### src/rtl/uart_fifo_pkg.sv
// Shared constants and types for the UART receive FIFO.
package uart_fifo_pkg;

    localparam int DEF_DATA_BITS  = 8;
    localparam int DEF_FIFO_WIDTH = 4;

    // Occupancy needs one bit more than the pointers to represent "full".
    typedef logic [DEF_FIFO_WIDTH:0] fifo_cnt_t;

    typedef struct packed {
        logic ovf;
        logic udf;
    } sticky_t;

    function automatic int fifo_depth(input int ptr_w);
        return 1 << ptr_w;
    endfunction

endpackage

### src/rtl/uart_fifo_mem.sv
// FIFO storage: one synchronous write port, one asynchronous read port.
module uart_fifo_mem #(
    parameter int DATA_BITS = 8,
    parameter int ADDR_W    = 4
) (
    input  logic                 clk,
    input  logic                 we,
    input  logic [ADDR_W-1:0]    waddr,
    input  logic [DATA_BITS-1:0] wdata,
    input  logic [ADDR_W-1:0]    raddr,
    output logic [DATA_BITS-1:0] rdata
);

    logic [DATA_BITS-1:0] mem [0:(1<<ADDR_W)-1];

    always_ff @(posedge clk) begin
        if (we)
            mem[waddr] <= wdata;
    end

    assign rdata = mem[raddr];

endmodule

### src/rtl/uart_sync_fifo.sv
// Single-clock UART receive FIFO with sticky error flags, flush and BIST freeze.
// Define UART_FIFO_FWFT_EN for first-word-fall-through reads; default is registered read.
module uart_sync_fifo
    import uart_fifo_pkg::*;
#(
    parameter int DATA_BITS  = DEF_DATA_BITS,
    parameter int FIFO_WIDTH = DEF_FIFO_WIDTH
) (
    input  logic                  clk,
    input  logic                  rst_n,
    input  logic [DATA_BITS-1:0]  Rx_Data,
    input  logic                  Push,
    input  logic                  Pop,
    input  logic                  Clr,
    input  logic                  BIST_Mode,
    input  logic [FIFO_WIDTH:0]   Thresh,
    output logic [DATA_BITS-1:0]  Data_Out,
    output logic                  Data_Valid,
    output logic                  FIFO_Empty,
    output logic                  FIFO_Full,
    output logic                  FIFO_Almost_Full,
    output logic                  FIFO_Overflow,
    output logic                  FIFO_Underflow,
    output logic [FIFO_WIDTH:0]   Count
);

    localparam int                  DEPTH   = fifo_depth(FIFO_WIDTH);
    localparam logic [FIFO_WIDTH:0] DEPTH_C = DEPTH[FIFO_WIDTH:0];
    localparam logic [FIFO_WIDTH:0] CNT_ONE = (FIFO_WIDTH+1)'(1);

    logic [FIFO_WIDTH-1:0] wr_ptr, rd_ptr;
    logic [FIFO_WIDTH:0]   count;
    logic [DATA_BITS-1:0]  head;
    sticky_t               sticky;
    logic                  active, push_ok, pop_ok;

    // Pop is judged on the pre-edge count, so a same-cycle push never rescues an empty pop.
    assign active  = !BIST_Mode && !Clr;
    assign pop_ok  = active && Pop && (count != '0);
    assign push_ok = active && Push && ((count != DEPTH_C) || pop_ok);

    uart_fifo_mem #(
        .DATA_BITS (DATA_BITS),
        .ADDR_W    (FIFO_WIDTH)
    ) u_mem (
        .clk   (clk),
        .we    (push_ok),
        .waddr (wr_ptr),
        .wdata (Rx_Data),
        .raddr (rd_ptr),
        .rdata (head)
    );

    always_ff @(posedge clk or negedge rst_n) begin
        if (!rst_n) begin
            wr_ptr <= '0;
            rd_ptr <= '0;
            count  <= '0;
            sticky <= '0;
        end else if (Clr) begin
            wr_ptr <= '0;
            rd_ptr <= '0;
            count  <= '0;
            sticky <= '0;
        end else begin
            if (push_ok) wr_ptr <= wr_ptr + 1'b1;
            if (pop_ok)  rd_ptr <= rd_ptr + 1'b1;
            case ({push_ok, pop_ok})
                2'b10:   count <= count + CNT_ONE;
                2'b01:   count <= count - CNT_ONE;
                default: count <= count;
            endcase
            if (active && Push && !push_ok) sticky.ovf <= 1'b1;
            if (active && Pop  && !pop_ok)  sticky.udf <= 1'b1;
        end
    end

`ifdef UART_FIFO_FWFT_EN
    assign Data_Out   = FIFO_Empty ? '0 : head;
    assign Data_Valid = !FIFO_Empty;
`else
    always_ff @(posedge clk or negedge rst_n) begin
        if (!rst_n) begin
            Data_Out   <= '0;
            Data_Valid <= 1'b0;
        end else if (Clr) begin
            Data_Out   <= '0;
            Data_Valid <= 1'b0;
        end else begin
            Data_Valid <= pop_ok;
            if (pop_ok) Data_Out <= head;
        end
    end
`endif

    assign Count            = count;
    assign FIFO_Empty       = (count == '0);
    assign FIFO_Full        = (count == DEPTH_C);
    assign FIFO_Almost_Full = (count >= Thresh);
    assign FIFO_Overflow    = sticky.ovf;
    assign FIFO_Underflow   = sticky.udf;

endmodule

### config.mk
export PLATFORM = sky130hd
export DESIGN_NAME = uart_sync_fifo
export DESIGN_NICKNAME = d
export VERILOG_FILES = /design/src/rtl/uart_fifo_pkg.sv /design/src/rtl/uart_fifo_mem.sv /design/src/rtl/uart_sync_fifo.sv
export SDC_FILE = /design/constraint.sdc
export NUM_CORES = 1
export LEC_CHECK = 0
export BUFFER_PORTS_ARGS = -buffer_cell sky130_fd_sc_hd__buf_2
export CAP_MARGIN = 20
export CORE_ASPECT_RATIO = 1.1
export CORE_MARGIN = 2
export CORE_UTILIZATION = 25
export CTS_CLUSTER_SIZE = 30
export DETAILED_ROUTE_END_ITERATION = 6
export HOLD_SLACK_MARGIN = 0.06
export PLACE_DENSITY = 0.46
export SLEW_MARGIN = 20
export SYNTH_ARGS = -nofsm -noshare
export SYNTH_HDL_FRONTEND = slang
export SYNTH_HIERARCHICAL = 1
export SYNTH_SLANG_ARGS = --single-unit
### constraint.sdc
create_clock -name clk -period 3 [get_ports clk]
set_input_delay 0.9 -clock clk [delete_from_list [all_inputs] [get_ports clk]]
set_output_delay 0.9 -clock clk [all_outputs]
set_load 0.05 [all_outputs]
After elaboration in Yosys (flattened, before gate mapping) --
Memory sizes are Yosys's and may differ from the RTL's. Cells that the tools add are included.
Cells by class: add/sub/neg operators 4, $lt $le $gt $ge 1, eq/ne operators 4, muxes and demuxes 14, reduce and logical (&&, ||, !) cells 19
Operators by type and width (count):
- $mux 4 | 4
- $mux 8 | 2
- $pmux 5 s2 | 1
- $add 4x1->4 const B | 2
- $reduce_bool 2->1 | 4
- $logic_and 1x1->1 | 7
- $add 5x1->5 const B | 1
- $eq 5x5->1 const B | 1
- $ge 5x5->1 | 1
- $logic_not 5->1 | 1
- $mux 1 | 5
- $mux 5 | 1
- $ne 5x5->1 const B | 1
- $reduce_bool 5->1 | 1
- $sub 5x1->5 const B | 1
- $logic_not 1->1 | 4
- $reduce_bool 3->1 | 1
- $eq 2x1->1 const B | 1
- $eq 2x2->1 const B | 1
- $mux 2 | 1
- $logic_or 1x1->1 | 1
Storage, ports and cells: flip-flop bits (word level) 24, bits in writable memories 128, memories 1
Memory list:
- u_mem.mem | words 16, width 8, rd ports 1, clocked after memory_dff 0, wr ports 1, RTL line uart_fifo_mem.sv:14 | logic [DATA_BITS-1:0] mem [0:(1<<ADDR_W)-1];

Longest topological paths before layout --
Gate-level depths: netlist of run 1.
word-level depth 10, mapped depth 10

Hierarchy --
The synthesis of run 1 kept the hierarchy.
By module, submodules not included:
- uart_fifo_mem | instances 1, cells each 221, area an instance 4987.3 sq um, sequential area each 3843.7 sq um
- uart_sync_fifo | instances 1, cells each 143, area an instance 1345.0 sq um, sequential area each 600.6 sq um

Worst setup path before layout of run 1 --
OpenSTA, ideal clock, no wires.
path type input-to-output, start input Thresh[0], end output FIFO_Almost_Full, data arrival time 2.216 ns, slack -0.116 ns, stages 6, buffers on the path 0, cells stage by stage ha_1 -> nand2b_1 -> a21oi_1 -> nor2b_1 -> o21ai_0 -> a21oi_1
Between the ends: longest elaborated chain between the ends 1
RTL lines:
- start: declaration | RTL line uart_sync_fifo.sv:16 | input logic [FIFO_WIDTH:0] Thresh,
- $ge 5x5->1 | RTL line uart_sync_fifo.sv:99 | assign FIFO_Almost_Full = (count >= Thresh);
- end: declaration | RTL line uart_sync_fifo.sv:21 | output logic FIFO_Almost_Full,
Every way passes these cells.

Final worst setup path of run 1 --
start register count[0], in the netlist Count[0], end output FIFO_Full
Between the ends: longest elaborated chain between the ends 1
RTL lines:
- start: declaration | RTL line uart_sync_fifo.sv:32 | logic [FIFO_WIDTH:0] count;
- start signal: assignment | RTL line uart_sync_fifo.sv:69 | 2'b10: count <= count + CNT_ONE;
- start signal: assignment | RTL line uart_sync_fifo.sv:70 | 2'b01: count <= count - CNT_ONE;
- start signal: assignment | RTL line uart_sync_fifo.sv:71 | default: count <= count;
- $eq 5x5->1 | RTL line uart_sync_fifo.sv:98 | assign FIFO_Full = (count == DEPTH_C);
- end: declaration | RTL line uart_sync_fifo.sv:20 | output logic FIFO_Full,
Every way passes these cells.

==> results of run 1 <==
stage by stage:
step	util	power [uW]	cells	hold WS, ns
6_report	0.302	4600	758	0.476
3_5_place_dp	0.279	2610	726	0.491
3_3_place_gp	0.279	2610	726	0.492
4_1_cts	0.301	4660	758	0.476
2_1_floorplan	-	2520	364	0.546
5_1_grt	0.302	4770	758	0.517
worst reg2reg max path: cells and delay by family, from the launching register on:
family	cells	cell delay [ns]
AO/OA/AOI/OAI	3	0.53
XOR/XNOR	1	0.09
adder cells (fa/ha/maj)	1	0.32
buffers and inverters	1	0.12
flip-flops	1	0.43
AND/OR/NAND/NOR	3	0.96
layer usage:
layer	part of all wire	up-vias	GRT usage	wire [microns]
met2	0.49	62	0.175	6550
li1	-	1556	-	-
met3	0.029	16	0.0246	397
met1	0.47	1737	0.139	6370
met4	0.013	0	0.0379	182
met5	0	-	0	0
synthesized netlist by cell type, types with 6 or more instances:
cell type and number:
nand3b_1 11, inv_1 9, dfrtp_1 24, nor3_1 7
ha_1 10, nand2_1 32, a22oi_1 16, edfxtp_1 128
a21oi_1 6, nor2_1 33, mux4_1 14, mux4_2 18
xor2_1 7
state kept, by name, indices dropped and copies added (netlist names):
register	flops
wr_ptr	4
rd_ptr	4
Data_Out	8
FIFO_Overflow	1
Count	5
FIFO_Underflow	1
u_mem/mem	128
Data_Valid	1
cell families after synthesis:
logic type	count (synthesis)	share of synthesized area
simple gates	100	0.0743
buf+inv	25	0.0233
compound gates	33	0.0399
fa+ha+maj	11	0.0229
flops	152	0.702
mux	34	0.125
xor+xnor	9	0.0124
path summary, 6_finish.rpt:
path | start | slack [ns] | end
max | Count[0]$_DFFE_PN0P_ | 0.08 | FIFO_Full
min | rst_n | 0.48 | FIFO_Underflow$_DFFE_PN0P_
max reg2reg | Count[0]$_DFFE_PN0P_ | 0.47 | Count[4]$_DFFE_PN0P_
min reg2reg | FIFO_Underflow$_DFFE_PN0P_ | 0.50 | FIFO_Underflow$_DFFE_PN0P_
max in group asynchronous | rst_n | 2.10 | rd_ptr[0]$_DFFE_PN0P_
min in group clk | FIFO_Underflow$_DFFE_PN0P_ | 0.50 | FIFO_Underflow$_DFFE_PN0P_
report_power, final:
group	switching, uW	internal (uW)	total (uW)
Sequential	14.9	2310	2320
Clock	826	1210	2040
Combinational	160	83.7	244
Total	1000	3600	4600
area by class of cell:
cell class,instances,area [sq um]
timing repair buffer,62,390
sequential,152,4450
fill,2428,17500
multi-input combinational,187,1740
tap,315,394
clock inverter,10,88.8
clock buffer,22,474
inverter,10,37.5
what timing repair did:
| item | CTS | global route |
|---|---|---|
| endpoints found under the setup margin | 1 | 2 |
| resized for setup | 2 | 3 |
| endpoints found under the hold margin | 0 | 0 |
| pin swaps | 0 | 0 |
==> results.md, run 1 <==
- Worst path required time: between 2 and 2.5 ns
- Worst Skew: 0.00788 ns
- Core area: roughly 0.025 sq mm
- Crit path max-delay cell type: or4_1
- Critical path fanouts, max: 5
- EDFF count, synth: 128
- Startpoint Class: register
- Num Clock Sinks: approximately 150
- Largest net degree at the start of global routing: 36
- Hold Path Class: input port to async pin
- Family with the most delay on the worst path: simple AND/OR/NAND/NOR gates
- Most frequent cells in the layout: 128 x edfxtp_1, 35 x buf_2, 33 x nor2_1
- Fmax: around 340 MHz
- Gpl congestion: 0.727
- TNS Setup: 0 ns
- Post-synth ARST share: 0.158
- Setup bufs post-CTS: 0
- Final ANT Viol Nets: 0
- Dpl hpwl: 8960 microns
- First DRT Iteration DRCs: 187
- Root Buffer: clkbuf_16
- Max_cap viols: 0
- Buffers on Ports: 37
- Leakage power: between 0.002 and 0.003 uW
- Placement Cell Area: 0.00701 sq mm
- CTS buffer count: 17
- Synth Instances: 364
- Grt total ovfl: 0
- Initial antenna violation count: 0
- CP arrival: 2.02 ns
- Unrepaired setup endpoints after global routing: no
- Final Hold Viols: 0
- Global-route wire length before repair: 21000 microns
- Die Footprint: 0.0266 sq mm
- Power Dens Cells: 608 mW/mm^2
- Post-route cell area: ~0.0076 sq mm
- Vias in the first global route: 3478
- Worst-margin pin slew: 0.665 ns
- Io pins: 38
- Routed wire length: 13500 microns
- CP bufs+invs: 2
- Synth area leader: edfxtp_1
- Synth top area share: 0.607
- Pre-CTS setup slack: -0.00936 ns
- Reg2Reg Depth: 9
- Outcome: complete, no violations
- First drt pass iteration count: 4
- Maximum VDD drop: 0.279 mV
- Worst setup margin: 0.0769 ns
- Chip width: about 160 microns
- Fin nets: 460
- Rows: approximately 60
- Vias/cell: 4.45
- Number of synthesis warnings: 6
- Final Cycle Share: 0.974
- Layout cells sized above 1: 0.266
- Reg clk slew, reported paths: 0.06 ns
- Synth top area cells: edfxtp_1 61%, dfrtp_1 9.5%, mux4_2 6.4%
- Total track usage: 0.107
- Clock latency at the later pin of the worst-skew pair: 0.42 ns
- Endpoints failing setup: 0
- Max Slew Vio Count: 0
- Ys flop type: edfxtp_1
- CTS Hold Bufs: 0
- Commonest non-fill, non-tap cell in the layout: edfxtp_1
- Area grow syn2layout: 19.6%
- Starting Density: 0.252
- Largest stage delay on the critical path: 0.57 ns
- CTS tree: yes
- DR WL/cell: 17.8 microns
- Critical path type: register to output port
- Post-Syn Area: 0.00633 sq mm
- Vias post-DR: around 3400
- Netlist cell types: 40
- Seq cells post-synth: 152
- Syn avg cell area: 17.4 sq um
- CP Depth: 4
- Post-route DRC: 0
- Relative slew margins: 0.556
- H-tree levels: 4
- Crit-path cells: or4_1 > buf_4 > nor2_1 > buf_2
- Post-synthesis sequential area ratio: 0.702
- Final antenna diode count: 0
- Die Y: 171 microns
- Minimum clock period: slightly below 3 ns
- Max clock buf depth: 2
- CP Capture Type: output port
- Syn_nets: roughly 400
Power figures use the tool's default switching activity.
==> inputs of run 2 (changes only) <==
--- a/config.mk
+++ b/config.mk
@@ -5,15 +5,18 @@
 export SDC_FILE = /design/constraint.sdc
 export NUM_CORES = 1
 export LEC_CHECK = 0
+export ABC_AREA = 1
 export BUFFER_PORTS_ARGS = -buffer_cell sky130_fd_sc_hd__buf_2
 export CAP_MARGIN = 20
+export CELL_PAD_IN_SITES_DETAIL_PLACEMENT = 1
+export CELL_PAD_IN_SITES_GLOBAL_PLACEMENT = 1
 export CORE_ASPECT_RATIO = 1.1
 export CORE_MARGIN = 2
 export CORE_UTILIZATION = 25
 export CTS_CLUSTER_SIZE = 30
 export DETAILED_ROUTE_END_ITERATION = 6
 export HOLD_SLACK_MARGIN = 0.06
-export PLACE_DENSITY = 0.46
+export PLACE_DENSITY = 0.53
 export SLEW_MARGIN = 20
 export SYNTH_ARGS = -nofsm -noshare
 export SYNTH_HDL_FRONTEND = slang
==> run 2 against run 1 <==
  * Utilization is 0.75 points lower
  * Final cell count is 48% higher
  * Synthesized cell count increased by 94%
  * Clock-buffer cell count is 4 higher
  * Maximum frequency is 1.7% higher
  * Die area rose by 9.7%
  * Via count up 43%
  * Critical endpoint is now FIFO_Almost_Full
  * Largest cell class unchanged
  * Largest power group unchanged
==> results.md, run 2 <==
- Max Slew Vio Count: 0 (unchanged)
- Mux cell area share after synthesis: 0 (was 0.125)
- Pre-CTS setup slack: 0.113 ns (was -0.00936 ns)
- Io pins: 38 (unchanged)
- Vias/cell: 4.29 (was 4.45)
- Synth top area share: 0.552 (was 0.607)
- Clock latency at the later pin of the worst-skew pair: 0.43 ns (was 0.42 ns)
- Number of synthesis warnings: 6 (unchanged)
- Synth top area cells: edfxtp_1 55%, nand2_1 12%, nand3_1 8.7% (was edfxtp_1 61%, dfrtp_1 9.5%, mux4_2 6.4%)
- Grt total ovfl: 0 (unchanged)
- Layout cells sized above 1: 0.113 (was 0.266)
- Netlist cell types: 29 (was 40)
- Outcome: complete, no violations (unchanged)
- Crit Reg-Reg Endpoint: u_mem/mem[7][7]$_DFFE_PP_ (was Count[4]$_DFFE_PN0P_)
- Dpl hpwl: 11800 microns (was 8960 microns)
- Hold slack: 0.473 ns (was 0.476 ns)
- Post-route cell area: 0.00813 sq mm (was 0.00757 sq mm)
- Synth area leader: edfxtp_1 (unchanged)
- Reg2Reg Depth: 6 (was 9)
- Critical path fanouts, max: 3 (was 5)
- Simple-Gate Fraction of Synth Area: 0.224 (was 0.0743)
- Most frequent cells in the layout: 217 x nand2_1, 128 x edfxtp_1, 121 x nand3_1 (was 128 x edfxtp_1, 35 x buf_2, 33 x nor2_1)
- First drt pass iteration count: 4 (unchanged)
- First DRT Iteration DRCs: 215 (was 187)
- Worst setup margin: 0.126 ns (was 0.0769 ns)
- Chip width: 163 microns (was 156 microns)
- Placement Cell Area: 0.00753 sq mm (was 0.00701 sq mm)
- Minimum clock period: 2.87 ns (was 2.92 ns)
- Hold Path Class: input port to async pin (unchanged)
- Synth Area in Adders: 0.0208 (was 0.0229)
- CTS Hold Bufs: 0 (unchanged)
- Largest family of logic cells by synthesized area: simple AND/OR/NAND/NOR gates (was multiplexers)
- Area grow syn2layout: 16.7% (was 19.6%)
- Post-Syn Area: 0.00696 sq mm (was 0.00633 sq mm)
- Commonest non-fill, non-tap cell in the layout: nand2_1 (was edfxtp_1)
- Routed wire length: 18500 microns (was 13500 microns)
- Gpl congestion: 0.778 (was 0.727)
- Final Cycle Share: 0.958 (was 0.974)
- CTS tree: yes (unchanged)
- DR WL/cell: 16.5 microns (was 17.8 microns)
- Post-route DRC: 0 (unchanged)
- Endpoints failing setup: 0 (unchanged)
- Root Buffer: clkbuf_16 (unchanged)
- Unrepaired setup endpoints after global routing: no (unchanged)
- Worst path required time: 2.10 ns (about the same)
- Flop-to-flop setup slack: 0.66 ns (was 0.47 ns)
- CP bufs+invs: 3 (was 2)
- Vias in the first global route: 5060 (was 3478)
- Final Power: 4910 uW (was 4600 uW)
- Synth Area in Compound Gates: 0.0151 (was 0.0399)
- Most frequent cells after synthesis: 217 x nand2_1, 128 x edfxtp_1, 121 x nand3_1 (was 128 x edfxtp_1, 33 x nor2_1, 32 x nand2_1)
- Setup bufs post-CTS: 0 (unchanged)
- Crit path max-delay cell type: buf_2 (was or4_1)
- TNS Setup: 0 ns (unchanged)
- EDFF count, synth: 128 (unchanged)
- Startpoint Class: input port (was register)
- Relative slew margins: 0.422 (was 0.556)
- Cell repeated most along the worst path: buf_2
- Count leader, synth: nand2_1 (was edfxtp_1)
- Core area: 0.0276 sq mm (was 0.0251 sq mm)
- Family with the most delay on the worst path: buffers and inverters (was simple AND/OR/NAND/NOR gates)
- Max_cap viols: 0 (unchanged)
- Ys flop type: edfxtp_1 (unchanged)
- CTS resizes: 0 (was 2)
- Post-synthesis sequential area ratio: 0.638 (was 0.702)
- Worst-margin pin slew: 0.864 ns (was 0.665 ns)
- Total track usage: 0.135 (was 0.107)
- Fin nets: 776 (was 460)
- Initial antenna violation count: 0 (unchanged)
- Maximum VDD drop: 0.332 mV (was 0.279 mV)
- H-tree levels: 4 (unchanged)
- CP Capture Type: output port (unchanged)
- Starting Density: 0.252 (about the same)
- Global-route wire length before repair: 29000 microns (was 21000 microns)
- Synth Instances: 705 (was 364)
- Die Y: 179 microns (was 171 microns)
- Leakage power: 0.00361 uW (was 0.00274 uW)
- Worst Skew: 0.00935 ns (was 0.00788 ns)
- Critical path type: input port to output port (was register to output port)
- Number of fill cells: 3177 (was 2428)
- Power Dens Cells: 604 mW/mm^2 (was 608 mW/mm^2)
- Buffers on Ports: 37 (unchanged)
- Largest stage delay on the critical path: 0.31 ns (was 0.57 ns)
- Largest register FFs: 128 (unchanged)
- Seq cells post-synth: 152 (unchanged)
- Reg clk slew, reported paths: 0.06 ns (about the same)
- Vias post-DR: 4817 (was 3371)
- Final ANT Viol Nets: 0 (unchanged)
- Biggest register: u_mem/mem (unchanged)
- Post-Synth XOR/XNOR Area: 0.00755 (was 0.0124)
- Syn_nets: 735 (was 394)
- Die Footprint: 0.0292 sq mm (was 0.0266 sq mm)
- Max clock buf depth: 2 (unchanged)
- Final Hold Viols: 0 (unchanged)
- Largest net degree at the start of global routing: 68 (was 36)
- CP arrival: 1.97 ns (was 2.02 ns)
- Num Clock Sinks: 152 (unchanged)
- Rows: 64 (was 61)
- Crit-path cells: buf_2 > inv_1 > ha_1 > nand2_1 > o21a_1 > o311ai_2 > buf_2 (was or4_1 > buf_4 > nor2_1 > buf_2)
- Post-synth ARST share: 0.158 (unchanged)
- CTS buffer count: 17 (unchanged)
- Fmax: 348 MHz (was 342 MHz)
- R2r startpoint: Count[1]$_DFFE_PN0P_ (was Count[0]$_DFFE_PN0P_)
- Final antenna diode count: 0 (unchanged)
- Syn avg cell area: 9.88 sq um (was 17.4 sq um)
-- run 2: metrics by stage --
step | cells | util
2_1_floorplan | 705 | -
3_3_place_gp | 1090 | 0.273
3_5_place_dp | 1090 | 0.273
4_1_cts | 1122 | 0.294
5_1_grt | 1122 | 0.294
6_report | 1122 | 0.294
-- run 2: layer usage --
layer  vias up  track usage  part of all wire
li1       2362            -                 -
met2        73        0.237              0.50
met3        18       0.0213             0.026
met5         -            0                 0
met4         0       0.0454             0.016
met1      2364        0.169              0.46
-- run 2: layout make-up --
class | instances | area [sq um] | area share
multi-input cells | 402 | 1870 | 0.230
flip-flops and latches | 152 | 4450 | 0.547
clock inverters | 6 | 45.0 | 0.00554
clock buffers | 26 | 553 | 0.0681
well taps | 363 | 454 | 0.0559
repair buffers | 50 | 295 | 0.0363
inverters | 123 | 462 | 0.0568
-- run 2: cells by family after synthesis --
group                      after synthesis
DFF                                    152
adders and majority gates               11
xor gates and xnor gates                 6
buffers and inverters                  151
and+or+nand+nor                        368
AOI/OAI and AO/OA                       17
-- run 2: report_power, final --
group          total [uW]  switching, uW  leakage, uW  internal [uW]
Sequential           2340           22.6      0.00148           2320
Combinational         423            319      0.00183            104
Clock                2150            864     0.000298           1280
Total                4910           1200      0.00361           3700
-- run 2: worst register-to-register path, stage by stage (launching register included) --
cell and delay [ns]:
dfrtp_1 0.48, nor2_1 0.10, nand3_1 0.19, o21ai_1 0.10
inv_1 0.20, nand3b_1 0.18, nor2_1 0.70
-- run 2: worst max-delay path by stage --
stage | depth (start not counted) | start | slack (ns) | end
detailed placement | 7 | Thresh[4] | 0.11 | FIFO_Almost_Full
CTS | 7 | Thresh[4] | 0.11 | FIFO_Almost_Full
floorplan | 4 | Thresh[4] | 0.01 | FIFO_Almost_Full
global route | 7 | Thresh[2] | 0.06 | FIFO_Almost_Full
global placement | 7 | Thresh[4] | 0.13 | FIFO_Almost_Full
finish | 7 | Thresh[4] | 0.13 | FIFO_Almost_Full
==> inputs of run 3 (changes only) <==
--- a/config.mk
+++ b/config.mk
@@ -12,11 +12,11 @@
 export CELL_PAD_IN_SITES_GLOBAL_PLACEMENT = 1
 export CORE_ASPECT_RATIO = 1.1
 export CORE_MARGIN = 2
-export CORE_UTILIZATION = 25
-export CTS_CLUSTER_SIZE = 30
+export CORE_UTILIZATION = 48
+export CTS_CLUSTER_SIZE = 8
 export DETAILED_ROUTE_END_ITERATION = 6
 export HOLD_SLACK_MARGIN = 0.06
-export PLACE_DENSITY = 0.53
+export PLACE_DENSITY = 0.85
 export SLEW_MARGIN = 20
 export SYNTH_ARGS = -nofsm -noshare
 export SYNTH_HDL_FRONTEND = slang
==> run 3 against run 2 <==
  * Largest cell class unchanged
  * Setup slack worse by 0.028 ns
  * Non-clock buffer count up 8
  * Die area down 47%
  * Flip-flop and latch count unchanged
  * Critical path type unchanged
  * Cell area down 2.2%
  * Via count up 8.2%
  * Hold slack worse by 0.0061 ns
  * Clock-buffer cell count down 4
==> results.md, run 3 (synthesis gave the netlist of run 2 again) <==
- Outcome: complete, no violations (unchanged)
- CP arrival: 2.00 ns (was 1.97 ns)
- Final Non-Filler Cells: 959 (was 1122)
- Crit-path cells: buf_2 > inv_1 > ha_1 > nand2_1 > o21a_1 > o311ai_2 > buf_2 (unchanged)
- Worst path required time: 2.10 ns (about the same)
- Minimum clock period: 2.90 ns (was 2.87 ns)
- Most frequent cells in the layout: 217 x nand2_1, 128 x edfxtp_1, 121 x nand3_1 (unchanged)
- Maximum VDD drop: 0.367 mV (was 0.332 mV)
- Hold Path Class: input port to async pin (unchanged)
- CP Capture Type: output port (unchanged)
- Area grow syn2layout: 14.1% (was 16.7%)
- Pre-CTS setup slack: 0.105 ns (was 0.113 ns)
- Max_cap viols: 0 (unchanged)
- CTS buffer count: 17 (unchanged)
- Global-route wire length before repair: 30800 microns (was 29000 microns)
- Crit path from: Thresh[4] (unchanged)
- Leakage power: 0.00363 uW (was 0.00361 uW)
- Endpoints failing setup: 0 (unchanged)
- Unrepaired setup endpoints after global routing: no (unchanged)
- Crit Reg-Reg Endpoint: Count[4]$_DFFE_PN0P_ (was u_mem/mem[7][7]$_DFFE_PP_)
- H-tree levels: 4 (unchanged)
- Routed wire length: 20200 microns (was 18500 microns)
- First drt pass iteration count: 5 (was 4)
- Max clock buf depth: 2 (unchanged)
- Die Footprint: 0.0155 sq mm (was 0.0292 sq mm)
- Worst-margin pin slew: 0.806 ns (was 0.864 ns)
- Gpl congestion: 0.836 (was 0.778)
- Root Buffer: clkbuf_16 (unchanged)
- Largest register FFs: 128 (unchanged)
- Final Hold Viols: 0 (unchanged)
- Final Cycle Share: 0.967 (was 0.958)
- TNS Setup: 0 ns (unchanged)
- Crit path max-delay cell type: ha_1 (was buf_2)
- Dpl hpwl: 12100 microns (was 11800 microns)
- Final antenna diode count: 0 (unchanged)
- R2r startpoint: Count[3]$_DFFE_PN0P_ (was Count[1]$_DFFE_PN0P_)
- Setup bufs post-CTS: 0 (unchanged)
- Layout cells sized above 1: 0.117 (was 0.113)
- Clock latency at the later pin of the worst-skew pair: 0.43 ns (about the same)
- DR WL/cell: 21.1 microns (was 16.5 microns)
- Num Clock Sinks: 152 (unchanged)
- Vias/cell: 5.44 (was 4.29)
- Family with the most delay on the worst path: buffers and inverters (unchanged)
- Critical Path End: FIFO_Almost_Full (unchanged)
- Largest stage delay on the critical path: 0.32 ns (was 0.31 ns)
- Reg clk slew, reported paths: 0.06 ns (about the same)
- Rows: 46 (was 64)
- Post-route DRC: 0 (unchanged)
- Critical path type: input port to output port (unchanged)
- Buffers on Ports: 37 (unchanged)
- Placement Cell Area: 0.00737 sq mm (was 0.00753 sq mm)
- Flop-to-flop setup slack: 0.77 ns (was 0.66 ns)
- Commonest non-fill, non-tap cell in the layout: nand2_1 (unchanged)
- Relative slew margins: 0.461 (was 0.422)
- Total track usage: 0.271 (was 0.135)
- Die Y: 130 microns (was 179 microns)
- Layout Utilization: 0.554 (was 0.294)
- Max Slew Vio Count: 0 (unchanged)
- CTS tree: yes (unchanged)
- Cell repeated most along the worst path: buf_2 (unchanged)
- CTS Hold Bufs: 0 (unchanged)
- Grt total ovfl: 0 (unchanged)
- Initial antenna violation count: 0 (unchanged)
- DP Cell Count: 927 (was 1090)
- Final ANT Viol Nets: 0 (unchanged)
- Largest net degree at the start of global routing: 68 (unchanged)
- Reg2Reg Depth: 14 (was 6)
- Fin nets: 784 (was 776)
- Fmax: 345 MHz (was 348 MHz)
- Worst setup margin: 0.0984 ns (was 0.126 ns)
- Biggest register: u_mem/mem (unchanged)
- Vias post-DR: 5213 (was 4817)
- Critical path fanouts, max: 3 (unchanged)
- Io pins: 38 (unchanged)
- Startpoint Class: input port (unchanged)
- Worst Skew: 0.00728 ns (was 0.00935 ns)
- Power Dens Cells: 615 mW/mm^2 (was 604 mW/mm^2)
- CP bufs+invs: 3 (unchanged)
- Post-route cell area: 0.00795 sq mm (was 0.00813 sq mm)
- CP Depth: 7 (unchanged)
- Core area: 0.0143 sq mm (was 0.0276 sq mm)
- Chip width: 119 microns (was 163 microns)
- CTS resizes: 0 (unchanged)
- First DRT Iteration DRCs: 496 (was 215)
- Vias in the first global route: 5558 (was 5060)
- Starting Density: 0.486 (was 0.252)
## run 3: routing by layer
layer	vias to the layer above	track usage	share of wire
li1	2380	-	-
met1	2565	0.318	0.39
met2	204	0.468	0.52
met3	64	0.0529	0.053
met4	0	0.160	0.043
met5	-	0	0
## run 3: cell type report
type / count / area, sq um
clock buffer: 22 / 444
clock inverter: 10 / 128
fill: 1582 / 6380
inverter: 123 / 462
multi-input combinational: 402 / 1870
sequential: 152 / 4450
tap: 192 / 240
timing repair buffer: 58 / 355
## run 3: through the flow
stage / power (uW) / hold WS, ns
after global placement: 2780 / 0.476
after floorplan: 2660 / 0.451
after detailed placement: 2800 / 0.488
final: 4890 / 0.467
after global routing: 5030 / 0.493
after CTS: 4900 / 0.470
## run 3: how the worst min path moves through the flow
| stage | from | end | slack [ns] | cells past startpoint |
|---|---|---|---|---|
| after floorplan | rd_ptr[2]$_DFFE_PN0P_ | rd_ptr[2]$_DFFE_PN0P_ | 0.45 | 1 |
| after global placement | FIFO_Overflow$_DFFE_PN0P_ | FIFO_Overflow$_DFFE_PN0P_ | 0.48 | 2 |
| after detailed placement | Data_Out[7]$_DFFE_PN0P_ | Data_Out[7]$_DFFE_PN0P_ | 0.49 | 2 |
| after CTS | rst_n | Data_Out[1]$_DFFE_PN0P_ | 0.47 | 1 |
| after global routing | rst_n | rd_ptr[1]$_DFFE_PN0P_ | 0.49 | 1 |
| final | rst_n | Data_Out[3]$_DFFE_PN0P_ | 0.47 | 1 |
## run 3: power breakdown
group	internal, uW	leakage, uW	switching [uW]
combinational	103	0.00187	332
sequential	2320	0.00148	20.5
clock	1300	0.000273	818
